File: src/rtl/jk_pkg.sv
// Shared types and J/K excitation encoding for the JK-bank command driver.
package jk_pkg;

    typedef enum logic [2:0] {
        IDLE   = 3'd0,
        DRIVE  = 3'd1,
        SETTLE = 3'd2,
        CHECK  = 3'd3,
        DONE   = 3'd4
    } state_t;

    localparam logic [1:0] JK_HOLD = 2'b00;
    localparam logic [1:0] JK_RST  = 2'b01;
    localparam logic [1:0] JK_SET  = 2'b10;
    localparam logic [1:0] JK_TOG  = 2'b11;

    localparam int unsigned SETTLE_W = 4;
    localparam int unsigned RETRY_W  = 3;

    // Set/reset excitation moving q toward t; never returns JK_TOG.
    function automatic logic [1:0] jk_excite(input logic q, input logic t);
        logic [1:0] jk;
        if (q == t) begin
            jk = JK_HOLD;
        end else if (t) begin
            jk = JK_SET;
        end else begin
            jk = JK_RST;
        end
        return jk;
    endfunction

endpackage

File: src/rtl/jk_excite_enc.sv
// Per-bit J/K encoder: toggle on a first toggle-mode attempt, otherwise set/reset toward expected.
module jk_excite_enc
    import jk_pkg::*;
#(
    parameter int unsigned N = 4
) (
    input  logic [N-1:0] q_fb,
    input  logic [N-1:0] expected,
    input  logic [N-1:0] mask,
    input  logic         toggle_first,
    output logic [N-1:0] j,
    output logic [N-1:0] k
);

    always_comb begin
        j = '0;
        k = '0;
        for (int i = 0; i < int'(N); i++) begin
            if (mask[i]) begin
                if (toggle_first) begin
                    {j[i], k[i]} = JK_TOG;
                end else begin
                    {j[i], k[i]} = jk_excite(q_fb[i], expected[i]);
                end
            end
        end
    end

endmodule

File: src/rtl/jk_cmd_driver.sv
// Drives a JK flop bank to a requested pattern, verifies Q after settling, retries, reports ok/err.
module jk_cmd_driver
    import jk_pkg::*;
#(
    parameter int unsigned N          = 4,
    parameter int unsigned SETTLE_CYC = 2,
    parameter int unsigned MAX_RETRY  = 3
) (
    input  logic         clk,
    input  logic         rst_n,
    input  logic         req_valid,
    output logic         req_ready,
    input  logic [N-1:0] req_target,
    input  logic [N-1:0] req_mask,
    input  logic         req_toggle,
    input  logic [N-1:0] q_fb,
    output logic [N-1:0] j_out,
    output logic [N-1:0] k_out,
    output logic         busy,
    output logic         done_valid,
    output logic         done_ok,
    output logic         done_err
);

    state_t              state, state_nxt;
    logic [N-1:0]        exp_q, exp_nxt;
    logic [N-1:0]        mask_q, mask_nxt;
    logic [SETTLE_W-1:0] cnt_q, cnt_nxt;
    logic [RETRY_W-1:0]  retry_q, retry_nxt;
    logic [N-1:0]        j_nxt, k_nxt;
    logic                ready_nxt, busy_nxt;
    logic                dv_nxt, dok_nxt, derr_nxt;

    logic                accept;
    logic                match;
    logic [N-1:0]        enc_exp, enc_mask, enc_j, enc_k;
    logic                enc_tog;

    assign accept = req_valid && req_ready;
    assign match  = ((q_fb ^ exp_q) & mask_q) == '0;

    // In IDLE the encoder sees the incoming request; otherwise the latched retry context.
    assign enc_exp  = (state == IDLE) ? (req_toggle ? ~q_fb : req_target) : exp_q;
    assign enc_mask = (state == IDLE) ? req_mask : mask_q;
    assign enc_tog  = (state == IDLE) && req_toggle;

    jk_excite_enc #(.N(N)) u_enc (
        .q_fb         (q_fb),
        .expected     (enc_exp),
        .mask         (enc_mask),
        .toggle_first (enc_tog),
        .j            (enc_j),
        .k            (enc_k)
    );

    always_comb begin
        state_nxt = state;
        exp_nxt   = exp_q;
        mask_nxt  = mask_q;
        cnt_nxt   = cnt_q;
        retry_nxt = retry_q;
        j_nxt     = '0;
        k_nxt     = '0;
        dv_nxt    = 1'b0;
        dok_nxt   = 1'b0;
        derr_nxt  = 1'b0;

        case (state)
            IDLE: begin
                if (accept) begin
                    exp_nxt   = enc_exp;
                    mask_nxt  = req_mask;
                    retry_nxt = '0;
                    j_nxt     = enc_j;
                    k_nxt     = enc_k;
                    state_nxt = DRIVE;
                end
            end
            DRIVE: begin
                cnt_nxt   = SETTLE_W'(SETTLE_CYC - 1);
                state_nxt = SETTLE;
            end
            SETTLE: begin
                if (cnt_q == '0) begin
                    state_nxt = CHECK;
                end else begin
                    cnt_nxt = cnt_q - SETTLE_W'(1);
                end
            end
            CHECK: begin
                if (match) begin
                    dv_nxt    = 1'b1;
                    dok_nxt   = 1'b1;
                    state_nxt = DONE;
                end else if (retry_q < RETRY_W'(MAX_RETRY)) begin
                    retry_nxt = retry_q + RETRY_W'(1);
                    j_nxt     = enc_j;
                    k_nxt     = enc_k;
                    state_nxt = DRIVE;
                end else begin
                    dv_nxt    = 1'b1;
                    derr_nxt  = 1'b1;
                    state_nxt = DONE;
                end
            end
            DONE: begin
                state_nxt = IDLE;
            end
            default: begin
                state_nxt = IDLE;
            end
        endcase

        ready_nxt = (state_nxt == IDLE);
        busy_nxt  = (state_nxt != IDLE);
    end

    always_ff @(posedge clk) begin
        if (!rst_n) begin
            state      <= IDLE;
            exp_q      <= '0;
            mask_q     <= '0;
            cnt_q      <= '0;
            retry_q    <= '0;
            j_out      <= '0;
            k_out      <= '0;
            req_ready  <= 1'b1;
            busy       <= 1'b0;
            done_valid <= 1'b0;
            done_ok    <= 1'b0;
            done_err   <= 1'b0;
        end else begin
            state      <= state_nxt;
            exp_q      <= exp_nxt;
            mask_q     <= mask_nxt;
            cnt_q      <= cnt_nxt;
            retry_q    <= retry_nxt;
            j_out      <= j_nxt;
            k_out      <= k_nxt;
            req_ready  <= ready_nxt;
            busy       <= busy_nxt;
            done_valid <= dv_nxt;
            done_ok    <= dok_nxt;
            done_err   <= derr_nxt;
        end
    end

endmodule

File: config.mk
export PLATFORM = sky130hd
export DESIGN_NAME = jk_cmd_driver
export DESIGN_NICKNAME = d
export VERILOG_FILES = /design/src/rtl/jk_pkg.sv /design/src/rtl/jk_excite_enc.sv /design/src/rtl/jk_cmd_driver.sv
export SDC_FILE = /design/constraint.sdc
export NUM_CORES = 1
export LEC_CHECK = 0
export BUFFER_PORTS_ARGS = -buffer_cell sky130_fd_sc_hd__buf_2
export CAP_MARGIN = 25
export CORE_MARGIN = 4
export CORE_UTILIZATION = 50
export CTS_CLUSTER_DIAMETER = 60
export CTS_CLUSTER_SIZE = 10
export DETAILED_ROUTE_END_ITERATION = 7
export HOLD_SLACK_MARGIN = 0.08
export PLACE_DENSITY = 0.74
export SKIP_LAST_GASP = 1
export SYNTH_ARGS = -nofsm -noshare
export SYNTH_HDL_FRONTEND = slang
export SYNTH_SLANG_ARGS = --single-unit
File: constraint.sdc
create_clock -name clk -period 1.5 [get_ports clk]
set_input_delay 0.15 -clock clk [delete_from_list [all_inputs] [get_ports clk]]
set_output_delay 0.15 -clock clk [all_outputs]
set_load 0.01 [all_outputs]
==> results of run 1 <==
## critical path, cell delays in order (launching register included)
cell and delay [ps]:
dfxtp_2 360, nor3_2 220, buf_4 250, mux2i_2 290, nor2_1 70, nor2_1 130
nor3_1 70
## logic make-up (layout without fill, tap and decap cells)
logic type / Yosys count / count (layout) / share of synthesized area
flops: 31 / 31 / 0.432
fa+ha+maj: 2 / 2 / 0.0174
buf+inv: 14 / 58 / 0.0444
xor+xnor: 6 / 6 / 0.0366
mux: 15 / 15 / 0.105
simple gates: 64 / 64 / 0.222
compound gates: 25 / 25 / 0.143
## state kept, by name, indices dropped and copies added, names as in the netlist
signal and flops:
k_out 4, state 3, mask_q 4, busy 1, retry_q 3, j_out 4
req_ready 1, done_valid 1, done_err 1, exp_q 4, done_ok 1, cnt_q 4
## area by class of cell
type	instances	area share
timing repair buffer	43	0.139
clock buffer	6	0.0272
inverter	7	0.0139
sequential	31	0.334
clock inverter	2	0.0186
tap	31	0.0206
multi-input combinational	112	0.446
## repair_timing
item	4_1_cts	5_1_grt
endpoints found under the setup margin	3	12
pin swaps	1	4
setup buffers	0	4
hold buffers	4	0
gates resized for setup	6	22
hold endpoints to repair	4	0
## layer usage
| metal | global-route usage | share of wire | vias up |
|---|---|---|---|
| li1 | - | - | 622 |
| met1 | 0.205 | 0.40 | 612 |
| met2 | 0.354 | 0.52 | 40 |
| met3 | 0.0943 | 0.068 | 10 |
| met4 | 0.0848 | 0.019 | 0 |
| met5 | 0 | 0 | - |
## cells in the final DEF (no fill, tap or decap), drive strengths merged, types with 2 or more instances in the layout
cell type,count
nand2,24
a21oi,11
nor3b,2
ha,2
a21boi,4
dfxtp,31
inv,7
and2,2
nor3,10
dlygate4sd3,4
buf,39
o211a,5
mux2i,15
a22oi,2
nand3,5
nor2,13
xor2,5
clkbuf,6
## cell usage after synthesis (all sizes together), types with 2 or more instances
master  number  area, µm²
nand2       24       90.1
ha           2       25.0
nor3b        2       20.0
xor2         5       43.8
nor2        13       51.3
inv          7       26.3
a21boi       4       30.0
buf          5       30.0
a22oi        2       25.0
clkbuf       2       7.51
and2         2       12.5
nand3        5       30.0
dfxtp       31        621
o211a        5       50.1
a21oi       11       66.3
nor3        10       55.1
mux2i       15        150
## power groups by stage
stage | Sequential (W) | Combinational, W | Clock (W)
4_1_cts | 0.00106 | 0.00102 | 0.000697
5_1_grt | 0.00109 | 0.00125 | 0.000756
3_5_place_dp | 0.00107 | 0.000971 | 0
2_1_floorplan | 0.00108 | 0.000700 | 0
3_3_place_gp | 0.00106 | 0.000935 | 0
6_report | 0.00108 | 0.00115 | 0.000696
## per-stage QoR
step                setup slack [ps]  hold slack [ps]  setup TNS, ps  cell area (µm²)  utilization
floorplan                        164              285              0             1440            -
global placement                77.0              411              0             1630        0.591
detailed placement             -90.7              414           -150             1630        0.591
CTS                             2.34              139              0             1780        0.647
global route                   -36.8              151          -65.4             1880        0.683
finish                         -4.18              143          -4.18             1880        0.683
## path summary, 6_finish.rpt
check	startpoint	cells past startpoint	to
worst min-delay path	q_fb[2]	3	k_out[2]$_SDFF_PN0_
worst max-delay path	state[1]$_SDFF_PN0_	6	j_out[3]$_SDFF_PN0_
worst min register to register	retry_q[2]$_SDFFE_PN0P_	2	retry_q[2]$_SDFFE_PN0P_
worst max register to register	state[1]$_SDFF_PN0_	6	j_out[3]$_SDFF_PN0_
==> results.json, run 1 <==
{
  "diodes": 0,
  "cts_htree_levels": 2,
  "ant_nets": 0,
  "rrSetupSlack_ps": -4,
  "cp_max_fo": 10,
  "final.setup.worst_slack_ps": -4.18,
  "clock_skew_ps": 8.34,
  "clkPwrFrac": 0.238,
  "min_period_ps": 1500,
  "p_leak_nw": 0.892,
  "finalSetupViolations": 1,
  "status": "finished, violations left",
  "final_cells": 232,
  "antenna_found_initial": 0,
  "register_area_um2": 629,
  "p_comb_frac": 0.393,
  "clock.fmax_mhz": 665,
  "cts_root_buf": "clkbuf_4",
  "yosysUniqueCellTypes": 35,
  "vias_per_cell": 5.53,
  "portBuffers": 28,
  "drive_above_1_share": 0.398,
  "die_h_um": 61.6,
  "slew_viol_final": 0,
  "die_w_um": 61.6,
  "ir_worst_vdd_mv": 1.32,
  "multi_input_area_um2": 841,
  "detailed_place_hpwl_um": 2490,
  "hp-class": "in2reg",
  "grt-ovfl-total": 0,
  "yosysSeqAreaShare": 0.432,
  "num_io_pins": 29,
  "cts.sinks": 31,
  "critical_path_class": "reg2reg",
  "synth_ff_type": "dfxtp_1",
  "gp_congestion": 0.883,
  "cp-start-kind": "register",
  "dp_cells": 216,
  "netlist_instances": 157,
  "clk_latency_ps": 350,
  "tightest_slew_ps": 346,
  "synth_edf_count": 0,
  "syn_area_um2": 1440,
  "vias": 1284,
  "core_um2": 2760,
  "drt-initial-drc-count": 85,
  "p_sw_w": 0.00104,
  "worstPathRequired_ps": 1740,
  "final_nets": 218,
  "p_sw_frac": 0.358,
  "clockBufferDepth": 2,
  "start_util": 0.521,
  "arrival_ps": 1740,
  "async_flop_share": 0,
  "grt_pass1_wl_um": 5440,
  "slew-limit-headroom": 0.763,
  "fp-row-count": 19,
  "nFillCells": 216,
  "ys_ff_latch": 31,
  "syn_nets": 175,
  "p_seq_frac": 0.369,
  "finalHoldViolCount": 0,
  "failed_checks": "negative setup slack",
  "area_delta_synth_final_pct": 31.2,
  "drt_first_pass_iters": 4,
  "track_usage": 0.202,
  "grt_pass1_vias": 1275,
  "cp-end-kind": "register",
  "numCtsBuffers": 5,
  "p_int_w": 0.00187,
  "power_w": 0.00292,
  "synth_area_per_cell_um2": 9.15,
  "period_share": 1.00,
  "grt_max_degree": 19,
  "wl_per_cell_um": 15.2,
  "wl_um": 3540,
  "powerDensity_nw_per_um2": 1550,
  "clkSlewWorstSetupHoldPaths_ps": 100,
  "die_area_um2": 3790,
  "drcViolationCount": 0,
  "cap_violations": 0,
  "tritoncts": "done",
  "ys_warn_count": 0
}
(Power assumes the default switching activity.)
==> inputs of run 2 (changes only) <==
--- a/config.mk
+++ b/config.mk
@@ -8,12 +8,11 @@
 export BUFFER_PORTS_ARGS = -buffer_cell sky130_fd_sc_hd__buf_2
 export CAP_MARGIN = 25
 export CORE_MARGIN = 4
-export CORE_UTILIZATION = 50
+export CORE_UTILIZATION = 25
 export CTS_CLUSTER_DIAMETER = 60
 export CTS_CLUSTER_SIZE = 10
 export DETAILED_ROUTE_END_ITERATION = 7
 export HOLD_SLACK_MARGIN = 0.08
-export PLACE_DENSITY = 0.74
 export SKIP_LAST_GASP = 1
 export SYNTH_ARGS = -nofsm -noshare
 export SYNTH_HDL_FRONTEND = slang
==> run 2 against run 1 <==
Effect of this change: the run now ends clean; sequential cell count stayed put; routed wire length shrank 9.3%; sequential share of layout area up 0.20 points; critical path type unchanged; largest power group is now registers.
==> results.json, run 2 (synthesized netlist as in run 1, its figures left out) <==
{
  "clock.fmax_mhz": 717,
  "die_h_um": 83.8,
  "grt_pass1_vias": 1199,
  "rsz0062_at_grt": "yes",
  "clockBufferDepth": 2,
  "cts.sinks": 31,
  "gp_congestion": 0.699,
  "min_period_ps": 1390,
  "tightest_slew_ps": 350,
  "finalHoldViolCount": 0,
  "layout_commonest_cell": "dfxtp_1",
  "diodes": 0,
  "most-common-layout-cells": "dfxtp_1, buf_2, nand2_1, mux2i_1, nor2_1",
  "path_cells": "and3b_1 -> nand2_1 -> a21oi_4 -> o211ai_4 -> nor3_1",
  "grt_max_degree": 19,
  "num_io_pins": 29,
  "critical_path_class": "reg2reg",
  "area_delta_synth_final_pct": 29.1,
  "ant_nets": 0,
  "status": "finished clean",
  "dp_slack_ps": -17.4,
  "tns_ps": 0,
  "final_cells": 269,
  "fp-row-count": 27,
  "numCtsBuffers": 5,
  "powerDensity_nw_per_um2": 1590,
  "period_share": 0.930,
  "wl_um": 3210,
  "dp_cells": 261,
  "finalSetupViolations": 0,
  "track_usage": 0.0970,
  "drcViolationCount": 0,
  "start_util": 0.259,
  "slew_viol_final": 0,
  "cp-start-kind": "register",
  "worstPathRequired_ps": 1700,
  "die_area_um2": 7020,
  "cp_max_fo": 8,
  "cap_violations": 0,
  "wl_per_cell_um": 11.9,
  "final_nets": 214,
  "final_area_um2": 1850,
  "slew-limit-headroom": 0.765,
  "cts_root_buf": "clkbuf_8",
  "drt_first_pass_iters": 4,
  "hp-class": "in2reg",
  "post_cts_buffers": 0,
  "portBuffers": 28,
  "cp-end-kind": "register",
  "ir_worst_vdd_mv": 0.542,
  "antenna_found_initial": 0,
  "final.setup.worst_slack_ps": 106,
  "core_um2": 5540,
  "clock_skew_ps": 5.52,
  "vias_per_cell": 4.35,
  "die_w_um": 83.8,
  "clkSlewWorstSetupHoldPaths_ps": 70,
  "critical-path-slowest-cell": "dfxtp_1",
  "detailed_place_hpwl_um": 2410,
  "p_leak_nw": 0.888,
  "drive_above_1_share": 0.315,
  "clk_latency_ps": 280,
  "arrival_ps": 1590,
  "max_stage_delay_ps": 380,
  "vias": 1169,
  "tritoncts": "done",
  "cts_htree_levels": 2,
  "place_area_um2": 1710,
  "drt-initial-drc-count": 37,
  "grt-ovfl-total": 0,
  "grt_pass1_wl_um": 5430
}
==> run 2: changes by cell type in the layout (fill, tap and decap cells not counted), moves of 4 or more <==
cell           before  now
nor3_1              3    9
clkbuf_8            1    6
dfxtp_2             7    2
clkbuf_4            5    0
dlygate4sd3_1       4    0
nor3_2              7    0
dfxtp_1            24   29
==> run 2: metal layers <==
metal	track usage	vias to the layer above	wire [µm]	share of wire
li1	-	615	-	-
met1	0.109	533	1510	0.47
met2	0.165	18	1530	0.48
met3	0.0306	3	132	0.041
met4	0.0468	0	27	0.0084
met5	0	-	0	0
==> run 2: worst paths after layout <==
check	start	endpoint	slack (ps)	cells after the start
worst max register to register	state[2]$_SDFF_PN0_	j_out[1]$_SDFF_PN0_	110	5
worst min register to register	retry_q[2]$_SDFFE_PN0P_	retry_q[2]$_SDFFE_PN0P_	480	2
worst min-delay path	req_mask[0]	mask_q[0]$_SDFFE_PN0P_	120	3
worst max-delay path	state[2]$_SDFF_PN0_	j_out[1]$_SDFF_PN0_	110	5
==> run 2: power by group <==
part	switching, W	total, W	internal (W)
clock	0.000316	0.000853	0.000537
sequential	0.000109	0.00106	0.000955
combinational	0.000546	0.00104	0.000492
==> run 2: repair_timing <==
action | 4_1_cts | 5_1_grt
pin swaps | 0 | 2
hold buffers | 0 | 0
setup endpoints to repair | 3 | 15
gates resized for setup | 1 | 8
==> run 2: critical path: cells and delay by family (launching register included) <==
kind	cells	cell delay, ps
AND/OR/NAND/NOR	3	620
flip-flops	1	380
AO/OA/AOI/OAI	2	300
==> run 2: layout make-up <==
cell class                      instances  area, µm²
Inverter                                7       26.3
Clock inverter                          2       35.0
Timing Repair Buffer                   39        226
Multi-Input combinational cell        112        771
Tap cell                               72       90.1
Clock buffer                            6       82.6
Sequential cell                        31        623
Fill cell                             601       3690
==> run 2: through the flow <==
stage / hold slack, ps / util / power [W]
2_1_floorplan: 285 / - / 0.00178
3_3_place_gp: 408 / 0.309 / 0.00207
3_5_place_dp: 414 / 0.309 / 0.00208
4_1_cts: 104 / 0.330 / 0.00294
5_1_grt: 105 / 0.335 / 0.00314
6_report: 115 / 0.335 / 0.00296
==> inputs of run 3 (changes only) <==
--- a/config.mk
+++ b/config.mk
@@ -13,7 +13,10 @@
 export CTS_CLUSTER_SIZE = 10
 export DETAILED_ROUTE_END_ITERATION = 7
 export HOLD_SLACK_MARGIN = 0.08
+export PLACE_DENSITY = 0.54
 export SKIP_LAST_GASP = 1
+export SLEW_MARGIN = 30
 export SYNTH_ARGS = -nofsm -noshare
 export SYNTH_HDL_FRONTEND = slang
+export SYNTH_HIERARCHICAL = 1
 export SYNTH_SLANG_ARGS = --single-unit
==> run 3 against run 2 <==
Effect of this change: die area increased by 5.6%; critical path type unchanged; critical path depth increased by 1; largest cell class unchanged; utilization up 1.0 points.
==> results.json, run 3 <==
{
  "status": "finished clean",
  "powerDensity_nw_per_um2": 1570,
  "antenna_found_initial": 0,
  "synth.area.top_cells": "dfxtp_1, nand2_1, mux2i_1",
  "p_seq_frac": 0.327,
  "cap_violations": 0,
  "finalHoldViolCount": 0,
  "path_cells": "xor2_1 -> a22oi_2 -> nand2_2 -> a31oi_4 -> buf_12 -> and3b_1",
  "drcViolationCount": 0,
  "yosysUniqueCellTypes": 30,
  "numCtsBuffers": 5,
  "clock_skew_ps": 2.77,
  "syn_area_um2": 1530,
  "hp-class": "in2reg",
  "cp-end-kind": "register",
  "vias_per_cell": 4.29,
  "gp_congestion": 0.693,
  "detailed_place_hpwl_um": 2530,
  "core_um2": 5920,
  "drive_above_1_share": 0.362,
  "clock.fmax_mhz": 675,
  "synth_edf_count": 0,
  "holdPathStages": 3,
  "cp-start-kind": "register",
  "arrival_ps": 1650,
  "rrSetupSlack_ps": 20,
  "portBuffers": 28,
  "grt_pass1_wl_um": 5600,
  "rsz0062_at_grt": "yes",
  "ys_warn_count": 6,
  "p_leak_nw": 0.949,
  "synth_ff_type": "dfxtp_1",
  "track_usage": 0.0938,
  "slew-limit-headroom": 0.797,
  "layout_commonest_cell": "buf_2",
  "period_share": 0.988,
  "dp_slack_ps": -70.4,
  "grt_pass1_vias": 1249,
  "netlist_instances": 170,
  "clockBufferDepth": 2,
  "most-common-layout-cells": "buf_2, dfxtp_1, nand2_1, buf_4",
  "final_nets": 237,
  "multi_input_area_um2": 883,
  "final.setup.worst_slack_ps": 17.5,
  "diodes": 0,
  "ant_nets": 0,
  "synth_area_per_cell_um2": 8.97,
  "final_area_um2": 2040,
  "area_delta_synth_final_pct": 33.9,
  "drt_first_pass_iters": 4,
  "cts_htree_levels": 2,
  "nFillCells": 631,
  "reg2reg_from": "exp_q[1]$_SDFFE_PN0P_",
  "ir_worst_vdd_mv": 0.650,
  "wl_um": 3380,
  "num_io_pins": 29,
  "syn_nets": 188,
  "final_cells": 293,
  "hp-start": "req_mask[3]",
  "tightest_slew_ps": 304,
  "worstPathRequired_ps": 1660,
  "reg2reg_depth": 6,
  "die_w_um": 86.1,
  "final_util": 0.345,
  "die_area_um2": 7410,
  "clk_latency_ps": 270,
  "async_flop_share": 0,
  "vias": 1257,
  "yosysSeqAreaShare": 0.407,
  "cp_max_fo": 8,
  "clkPwrFrac": 0.182,
  "drt-initial-drc-count": 36,
  "p_int_w": 0.00211,
  "synth_area_leader_cell": "dfxtp_1",
  "grt_max_degree": 18,
  "register_area_um2": 626,
  "fp-row-count": 28,
  "slew_viol_final": 0,
  "yosysTopAreaCellShare": 0.407,
  "p_sw_w": 0.00110,
  "min_period_ps": 1480,
  "wl_per_cell_um": 11.5,
  "power_w": 0.00321,
  "yosysMostFrequentCell": "dfxtp_1",
  "tritoncts": "done",
  "start_util": 0.258,
  "critical_path_class": "reg2reg",
  "cts_root_buf": "clkbuf_8",
  "grt-ovfl-total": 0,
  "max_stage_delay_ps": 320,
  "place_area_um2": 1850,
  "worstSetupStartpoint": "exp_q[1]$_SDFFE_PN0P_",
  "synthTopCellsByCount": "dfxtp_1, nand2_1, a21oi_1",
  "p_sw_frac": 0.343,
  "critical-path-slowest-cell": "dfxtp_2",
  "p_comb_frac": 0.492,
  "cts.sinks": 31,
  "ys_ff_latch": 31,
  "finalSetupViolations": 0,
  "clkSlewWorstSetupHoldPaths_ps": 60,
  "dp_cells": 283,
  "die_h_um": 86.1
}
run 3: layout make-up:
type / count / area share
Clock buffer: 6 / 0.0355
Sequential cell: 31 / 0.306
Timing Repair Buffer: 51 / 0.167
Tap cell: 75 / 0.0460
Inverter: 7 / 0.0129
Multi-Input combinational cell: 123 / 0.433
run 3: worst paths after layout:
kind / endpoint
setup / recovery: k_out[1]$_SDFF_PN0_
setup reg to reg: k_out[1]$_SDFF_PN0_
hold / removal: mask_q[3]$_SDFFE_PN0P_
hold reg to reg: exp_q[0]$_SDFFE_PN0P_
run 3: power by group through the flow:
stage	combinational [W]	sequential, W	clock [W]
2_1_floorplan	0.000864	0.00107	0
3_3_place_gp	0.00130	0.00105	0
3_5_place_dp	0.00130	0.00105	0
4_1_cts	0.00135	0.00104	0.000609
5_1_grt	0.00173	0.00107	0.000646
6_report	0.00158	0.00105	0.000582
run 3: worst max-delay path, delay by kind of cell (launching register included):
family          cells  cell delay (ps)
flops               1              320
compound gates      2              470
xor+xnor            1              160
buf+inv             1              140
simple gates        2              280
run 3: cells by family after synthesis:
kind of cell    count (synthesis)  share of synthesized area
compound gates                 32                      0.147
xor+xnor                        6                     0.0345
fa+ha+maj                       2                     0.0164
buf+inv                        16                     0.0591
flops                          31                      0.407
mux                            12                     0.0820
simple gates                   71                      0.254
run 3: metrics by stage:
step,hold WS [ps],TNS [ps]
floorplan,295,0
global placement,423,-600
detailed placement,425,-608
CTS,132,0
global route,151,-343
finish,135,0
run 3: per-layer routing:
metal | track usage | up-vias | routed length, µm | share of wire
li1 | - | 667 | - | -
met2 | 0.161 | 20 | 1660 | 0.49
met5 | 0 | - | 0 | 0
met4 | 0.0273 | 0 | 33 | 0.0098
met3 | 0.0327 | 4 | 177 | 0.052
met1 | 0.110 | 566 | 1510 | 0.45
run 3: timing repair:
item,in CTS,in global routing
pin swaps,0,6
setup endpoints to repair,12,17
setup buffers,0,3
hold endpoints to repair,0,0
hold buffers,0,0
gates cloned,0,1
resized for setup,5,22
